File: config.mk
export PLATFORM = sky130hd
export DESIGN_NAME = costas_phase_loop
export DESIGN_NICKNAME = d
export VERILOG_FILES = /design/src/rtl/costas_phase_loop.sv
export SDC_FILE = /design/constraint.sdc
export NUM_CORES = 1
export LEC_CHECK = 0
export CAP_MARGIN = 20
export CORE_AREA = 2 2 153 140
export CTS_CLUSTER_SIZE = 16
export DETAILED_ROUTE_END_ITERATION = 7
export DIE_AREA = 0 0 155 142
export PLACE_DENSITY = 0.72
export SLEW_MARGIN = 10
export SYNTH_ARGS = -nofsm -noshare
export SYNTH_HDL_FRONTEND = slang
export SYNTH_SLANG_ARGS = --single-unit
File: constraint.sdc
create_clock -name clk -period 7.9 [get_ports clk]
set_input_delay 2.37 -clock clk [delete_from_list [all_inputs] [get_ports clk]]
set_output_delay 2.37 -clock clk [all_outputs]
set_load 0.01 [all_outputs]
File: src/rtl/costas_phase_loop.sv
// QPSK Costas-loop phase detector followed by a saturating PI loop filter.
// Produces the signed frequency-control word for the local-oscillator DDS.
module costas_phase_loop #(
    parameter int unsigned       KP_SHIFT    = 4,
    parameter int unsigned       KI_SHIFT    = 10,
    parameter logic signed [34:0] FREQ_OFFSET = 35'sd0
) (
    input  logic               clk,
    input  logic               rstn,
    input  logic signed [34:0] fir_i,
    input  logic signed [34:0] fir_q,
    output logic signed [34:0] out_phase,
    output logic signed [34:0] loop_filter_out
);

    localparam int unsigned DW = 35;
    localparam int unsigned EW = DW + 1;
    localparam int unsigned SW = DW + 2;

    localparam logic signed [SW-1:0] SAT_MAX = {3'b000, {(DW-1){1'b1}}};
    localparam logic signed [SW-1:0] SAT_MIN = {3'b111, {(DW-1){1'b0}}};

    // Clamp a wide signed sum onto the 35-bit signed range.
    function automatic logic signed [DW-1:0] sat_dw(input logic signed [SW-1:0] x);
        logic signed [DW-1:0] r;
        if (x > SAT_MAX) begin
            r = SAT_MAX[DW-1:0];
        end else if (x < SAT_MIN) begin
            r = SAT_MIN[DW-1:0];
        end else begin
            r = x[DW-1:0];
        end
        return r;
    endfunction

    logic signed [DW-1:0] out_phase_q, out_phase_d;
    logic signed [DW-1:0] integ_q,     integ_d;
    logic signed [DW-1:0] lf_out_q,    lf_out_d;

    logic signed [EW-1:0] i_ext;
    logic signed [EW-1:0] q_ext;
    logic signed [EW-1:0] term_q;
    logic signed [EW-1:0] term_i;
    logic signed [EW-1:0] err;

    logic signed [DW-1:0] prop;
    logic signed [DW-1:0] inc;
    logic signed [SW-1:0] integ_sum;
    logic signed [SW-1:0] lf_sum;

    // Decision-directed detector: e = sign(I)*Q - sign(Q)*I, halved to fit 35 bits.
    always_comb begin
        i_ext       = EW'(fir_i);
        q_ext       = EW'(fir_q);
        term_q      = fir_i[DW-1] ? -q_ext : q_ext;
        term_i      = fir_q[DW-1] ? -i_ext : i_ext;
        err         = term_q - term_i;
        out_phase_d = DW'(err >>> 1);
    end

    // PI filter on the registered error; the integrator sticks at a rail until inc flips sign.
    always_comb begin
        prop      = out_phase_q >>> KP_SHIFT;
        inc       = out_phase_q >>> KI_SHIFT;
        integ_sum = SW'(integ_q) + SW'(inc);
        integ_d   = sat_dw(integ_sum);
        lf_sum    = SW'(FREQ_OFFSET) + SW'(prop) + SW'(integ_d);
        lf_out_d  = sat_dw(lf_sum);
    end

    always_ff @(posedge clk or negedge rstn) begin
        if (!rstn) begin
            out_phase_q <= '0;
            integ_q     <= '0;
            lf_out_q    <= FREQ_OFFSET;
        end else begin
            out_phase_q <= out_phase_d;
            integ_q     <= integ_d;
            lf_out_q    <= lf_out_d;
        end
    end

    assign out_phase       = out_phase_q;
    assign loop_filter_out = lf_out_q;

endmodule

==> results of run 1 <==
==> stage by stage <==
| step | setup slack (ns) | hold WS [ns] | area, um2 |
|---|---|---|---|
| after floorplan | 1.61 | 0.560 | 10100 |
| after global placement | 0.803 | 0.571 | 11800 |
| after detailed placement | 0.728 | 0.606 | 11800 |
| after CTS | 0.985 | 0.631 | 12100 |
| after global routing | 0.450 | 0.654 | 12100 |
| final | 0.910 | 0.626 | 12100 |
==> worst min-delay path by stage <==
stage,startpoint,to,slack (ns),cells after the start
2_1_floorplan,integ_q[0]$_DFF_PN0_,integ_q[0]$_DFF_PN0_,0.56,2
3_3_place_gp,integ_q[0]$_DFF_PN0_,integ_q[0]$_DFF_PN0_,0.57,2
3_5_place_dp,integ_q[0]$_DFF_PN0_,integ_q[0]$_DFF_PN0_,0.61,2
4_1_cts,integ_q[0]$_DFF_PN0_,integ_q[0]$_DFF_PN0_,0.63,2
5_1_grt,integ_q[0]$_DFF_PN0_,integ_q[0]$_DFF_PN0_,0.65,2
6_report,integ_q[0]$_DFF_PN0_,integ_q[0]$_DFF_PN0_,0.63,2
==> placed cells by master, fill, tap and decap left out, types with 6 or more instances in the layout <==
master           Yosys  layout
a211o_1              6       6
a211oi_1            15      15
a21o_1              75      75
a21oi_1            124     123
a31oi_1             12      12
and3_1               9       9
buf_4                2      15
clkbuf_16            0       9
clkdlybuf4s50_1      0     140
dfrtp_1            105     105
ha_1               106     106
inv_1               39      39
maj3_1               6       6
nand2_1             89      89
nand2b_1            17      17
nand3_1             20      20
nand4_1             11      11
nor2_1              70      70
nor2b_1             17      17
nor3_1              14      14
nor4_1               6       6
o211ai_1             8       8
o21a_1              14      14
o21ai_0             90      90
o21bai_1            11      11
o31ai_1             27      27
o41ai_1             13      13
or3_1                9       9
or4_1               10      10
xnor2_1             87      87
xor2_1              61      61
==> logic make-up (layout without fill, tap and decap cells) <==
kind of cell | Yosys count | after routing | synth area share
and+or+nand+nor | 299 | 299 | 0.149
muxes | 3 | 3 | 0.00298
adders and majority gates | 115 | 115 | 0.144
AOI/OAI and AO/OA | 443 | 443 | 0.286
xor gates and xnor gates | 148 | 148 | 0.129
DFF | 105 | 105 | 0.261
buffers and inverters | 73 | 209 | 0.0286
==> per-layer routing <==
layer	routed length [um]	vias up
li1	-	4672
met1	12700	4324
met2	11500	305
met3	1380	40
met4	571	0
met5	0	-
==> worst reg2reg max path, cell delays in order (launching register included) <==
cell	delay (ns)
dfrtp_1	0.44
ha_1	0.40
a21o_1	0.22
a2111oi_0	0.55
a21oi_1	0.19
o21ai_0	0.29
a21oi_1	0.21
a21o_1	0.23
a21oi_1	0.22
mux2i_2	0.66
a21o_1	0.25
ha_1	0.30
a211oi_1	0.28
o21ai_0	0.26
o311ai_1	0.63
o32ai_1	0.27
o31ai_2	0.49
o311ai_2	0.32
nor2_1	0.18
buf_4	0.32
o21ai_0	0.17
==> cell type report <==
type,count,area [um2],share of cell area
clock inverter,6,76.3,0.00632
timing repair buffer,155,1510,0.125
sequential,105,2630,0.218
inverter,39,146,0.0121
clock buffer,9,225,0.0187
multi-input combinational,1008,7150,0.593
tap,260,325,0.0270
==> registers in the layout (all words and copies together) (netlist names) <==
signal,count
integ_q,35
loop_filter_out,35
out_phase,35
==> results.md, run 1 <==
- Status: complete, no violations
- Synthesized Nets: 1367
- Final Skew: 0.0106 ns
- Gpl congestion: 0.937
- # nets final: 1499
- Main area contributors after synthesis: dfrtp_1, ha_1, xnor2_1
- Cell depth of the worst setup path: 20
- WL final: 26.2 mm
- Met2 Resource Use GR: 0.377
- Gr usage total: 0.239
- Drc violations: 0
- Post-route clock period utilization: 0.885
- Worst Setup Start Kind: register
- Vias in the first global route: 8734
- Port Buffers: 141
- Util after Layout: 0.590
- Synth warn: 0
- Total congestion overflow: 0
- Num rows: 50
- Worst path max stage delay: 0.66 ns
- Distinct cells, synth: 70
- Flop-to-flop setup slack: 0.91 ns
- Area leader, netlist: dfrtp_1
- Relative slew slack: 0.407
- H-tree depth: 3
- GR Layer Usage met1: 0.346
- Main synth FF type: dfrtp_1
- Worst-path fanout max: 28
- Met3 Use GR: 0.0247
- IO Pins: 142
- CP endpoint kind: register
- Min Tclk post-route: 6.99 ns
- Cts hold-fix bufs: 0
- Clk_lat worst skew: 0.35 ns
- Filler cell count: 1797
- Fraction of layout cells with a size suffix above 1: 0.0371
- Share of the synthesized area in the top cell type: 0.261
- Layout Area Growth over Synthesis: 19.9%
- Initial antenna violation count: 0
- Worst hold path class: reg -> reg
- Worst Path Required: 8.10 ns
- Post-Synthesis Cells: 1186
- Clock slew at reported path FFs: 0.07 ns
- Avg Cell Area, Syn: 8.48 um2
- Clock tree buffer depth: 2
- Worst R2R Start: out_phase[14]$_DFF_PN0_
- Synth Register Bits: 105
- Worst Tran Pin Value: 0.887 ns
- Vert. Die Dim: 142 um
- Largest net degree at the start of global routing: 55
- First-pass GRT wire length: 43.2 mm
- Final Hold Viols: 0
- Non-Filler Instances: 1582
- CP arrival: 7.19 ns
- Placed Cells incl. Taps: 1567
- Synthesized cell area: 0.0101 mm2
- DIE AREA: 0.0220 mm2
- Top cells by count, synth: a21oi_1, ha_1, dfrtp_1
- Setup Total Neg Slack: 0 ns
- Starting Density: 0.492
- R2R cell count: 20
- Hpwl dp: 21.6 mm
- Slowest-stage cell, CP: mux2i_2
- CTS tree: built
- Slew Limit Fails: 0
- Post-synth EDFFs: 0
- Fraction of registers with async set/reset: 1.00
- Final count of negative-setup-slack endpoints: 0
- RSZ-0062 raised after global routing: false
- Gates resized, CTS repair: 0
- Crit Path Category: reg -> reg
- Max Cap Viol: 0
- DRT Pass-1 Iters: 5
- Vias per cell: 5.90
- ANT nets after route: 0
- Root buffer cell: clkbuf_16
- Crit path max-delay family: compound AO/OA/AOI/OAI gates
- Layer with the highest usage: met2
- Core ar.: 0.0205 mm2
- Routed WL per cell: 16.6 um
- Post-CTS Setup Repair Bufs: 0
- Worst Setup SP: out_phase[14]$_DFF_PN0_
- Fmax: 143 MHz
- Die width: 155 um
- Clk sink count: 105
- Cts bufs inserted: 9
- Via count: 9341
- Inserted Diodes: 0
- CP endpoint: loop_filter_out[4]$_DFF_PN0_
- Buffers & Inverters on Critical Path: 1
- 1st-iter DRT viols: 541
- Crit path cell chain: ha_1 > a21o_1 > a2111oi_0 > a21oi_1 > o21ai_0 > a21oi_1 > a21o_1 > a21oi_1 > mux2i_2 > a21o_1 > ha_1 > a211oi_1 > o21ai_0 > o311ai_1 > o32ai_1 > o31ai_2 > o311ai_2 > nor2_1 > buf_4 > o21ai_0
- Sequential area share after synthesis: 0.261
- Reg-to-reg endpoint: loop_filter_out[4]$_DFF_PN0_
- Count leader, synth: a21oi_1
Power of run 1 is left out: the tool's default activity adds up to more than one toggle a clock period on the data nets, which glitch-free logic cannot reach.
==> run 2: changes to the inputs <==
ABC_CLOCK_PERIOD_IN_PS = 7900   (was not set)
SLEW_MARGIN = not set   (was 10)
==> results of run 2 <==
The final DEF is identical to that of run 1; final timing and power are the same.
Power of run 2 is left out for the same reason.
==> run 3: changes to the inputs <==
CELL_PAD_IN_SITES_DETAIL_PLACEMENT = 1   (was not set)
CELL_PAD_IN_SITES_GLOBAL_PLACEMENT = 1   (was not set)
CORE_AREA = 2 2 165 151   (was 2 2 153 140)
DIE_AREA = 0 0 167 153   (was 0 0 155 142)
PLACE_DENSITY = 0.81   (was 0.72)
SKIP_CTS_REPAIR_TIMING = 1   (was not set)
==> run 3 against run 2 <==
Register-to-register slack about the same; final cell count increased by 2.8%; sequential cell count unchanged; highest routed layer unchanged.
==> results.md, run 3 (synthesis gave the netlist of run 1 again) <==
- Clk_lat worst skew: 0.35 ns (about the same)
- Gpl congestion: 0.921 (-1.8%)
- Clock slew at reported path FFs: 0.07 ns (about the same)
- Setup Total Neg Slack: 0 ns (unchanged)
- CTS tree: built
- Inserted Diodes: 0 (unchanged)
- Max Cap Viol: 0 (unchanged)
- Status: complete, no violations
- Finished Cell Area: 0.0121 mm2 (+0.54%)
- Core ar.: 0.0239 mm2 (+17%)
- Relative slew slack: 0.496 (+0.0891)
- Worst hold path class: reg -> reg
- Register Area: 0.00263 mm2 (unchanged)
- Fraction of layout cells with a size suffix above 1: 0.0349 (-0.00219)
- Layout Area Growth over Synthesis: 20.6%
- First-pass GRT wire length: 51.0 mm (+18%)
- Worst-path fanout max: 28 (unchanged)
- Min Tclk post-route: 6.99 ns (-0.000407 ns)
- Via count: 9560 (+2.3%)
- # nets final: 1496 (-0.20%)
- Worst Tran Pin Value: 0.756 ns (-0.131 ns)
- H-tree depth: 3 (unchanged)
- Vias in the first global route: 9913 (+13%)
- Placed Area: 0.0118 mm2 (+0.32%)
- Commonest non-fill, non-tap cell in the layout: clkdlybuf4s50_1
- Die width: 167 um (+7.7%)
- IO Pins: 142 (unchanged)
- Final Hold Viols: 0 (unchanged)
- Gr usage total: 0.243 (+0.00393)
- Routed WL per cell: 19.0 um (+15%)
- Slew Limit Fails: 0 (unchanged)
- Cts bufs inserted: 9 (unchanged)
- Initial antenna violation count: 0 (unchanged)
- Num rows: 54 (+8.0%)
- Post-route clock period utilization: 0.885 (about the same)
- Clock tree buffer depth: 2 (unchanged)
- Placed Cells incl. Taps: 1612 (+2.9%)
- Final Skew: 0.00716 ns (-0.00345 ns)
- Root buffer cell: clkbuf_16
- Most frequent cells in the layout: clkdlybuf4s50_1, a21oi_1, ha_1
- WL final: 31.0 mm (+18%)
- Drc violations: 0 (unchanged)
- Hpwl dp: 25.2 mm (+16%)
- Total congestion overflow: 0 (unchanged)
- R2R cell count: 23 (+15%)
- Vias per cell: 5.88 (-0.49%)
- Worst Setup Start Kind: register
- Fmax: 143 MHz (about the same)
- 1st-iter DRT viols: 527 (-2.6%)
- CP endpoint kind: register
- Multi-input logic area: 0.00715 mm2 (unchanged)
- DIE AREA: 0.0256 mm2 (+16%)
- Vert. Die Dim: 153 um (+7.7%)
- Clk sink count: 105 (unchanged)
- Port Buffers: 141 (unchanged)
- Non-Filler Instances: 1627 (+2.8%)
- Crit Path Category: reg -> reg
- Final count of negative-setup-slack endpoints: 0 (unchanged)
- RSZ-0062 raised after global routing: false
- Worst Path Required: 8.10 ns (about the same)
- Util after Layout: 0.509 (-0.0812)
- Worst hold path depth: 2 (unchanged)
- ANT nets after route: 0 (unchanged)
- DRT Pass-1 Iters: 5 (unchanged)
- CP arrival: 7.19 ns (about the same)
- Largest net degree at the start of global routing: 55 (unchanged)
- Starting Density: 0.422 (-0.0700)
- Filler cell count: 2833 (+58%)
## run 3: worst max-delay path, stage by stage, from the launching register on
cell       delay [ns]
dfrtp_1          0.47
ha_1             0.42
a21o_1           0.22
a2111oi_0        0.55
a21oi_1          0.18
o21ai_0          0.32
a21oi_1          0.18
a21o_1           0.23
a211o_1          0.31
a21oi_2          0.39
buf_4            0.43
a21o_1           0.15
ha_1             0.30
a2111oi_0        0.42
o21ai_0          0.14
nor3b_1          0.20
a41o_1           0.33
a211oi_2         0.48
or3_1            0.19
a21oi_1          0.08
buf_4            0.18
nor2_1           0.13
buf_4            0.33
o21ai_0          0.18
## run 3: layout make-up
| type | count | share of cell area |
|---|---|---|
| multi-input combinational | 1008 | 0.590 |
| tap | 308 | 0.0318 |
| timing repair buffer | 152 | 0.123 |
| inverter | 39 | 0.0121 |
| clock inverter | 4 | 0.00629 |
| sequential | 105 | 0.217 |
| clock buffer | 11 | 0.0208 |
## run 3: through the flow
step	hold WS, ns	setup slack [ns]
finish	0.657	0.911
global route	0.703	0.310
CTS	0.663	0.868
detailed placement	0.604	0.598
global placement	0.578	0.682
floorplan	0.560	1.61
## run 3: path summary, 6_finish.rpt
check	start	endpoint	slack [ns]
worst max-delay path	out_phase[14]$_DFF_PN0_	loop_filter_out[20]$_DFF_PN0_	0.91
worst min-delay path	integ_q[0]$_DFF_PN0_	integ_q[0]$_DFF_PN0_	0.66
worst max register to register	out_phase[14]$_DFF_PN0_	loop_filter_out[20]$_DFF_PN0_	0.91
worst min register to register	integ_q[0]$_DFF_PN0_	integ_q[0]$_DFF_PN0_	0.66
max in group asynchronous	rstn	loop_filter_out[31]$_DFF_PN0_	4.74
min in group asynchronous	rstn	out_phase[0]$_DFF_PN0_	2.05
## run 3: routing by layer
metal,GRT usage,vias to the layer above,part of all wire
li1,-,4658,-
met1,0.327,4644,0.47
met2,0.403,210,0.46
met3,0.0334,48,0.043
met4,0.0784,0,0.025
met5,0,-,0
Power of run 3 is left out for the same reason.
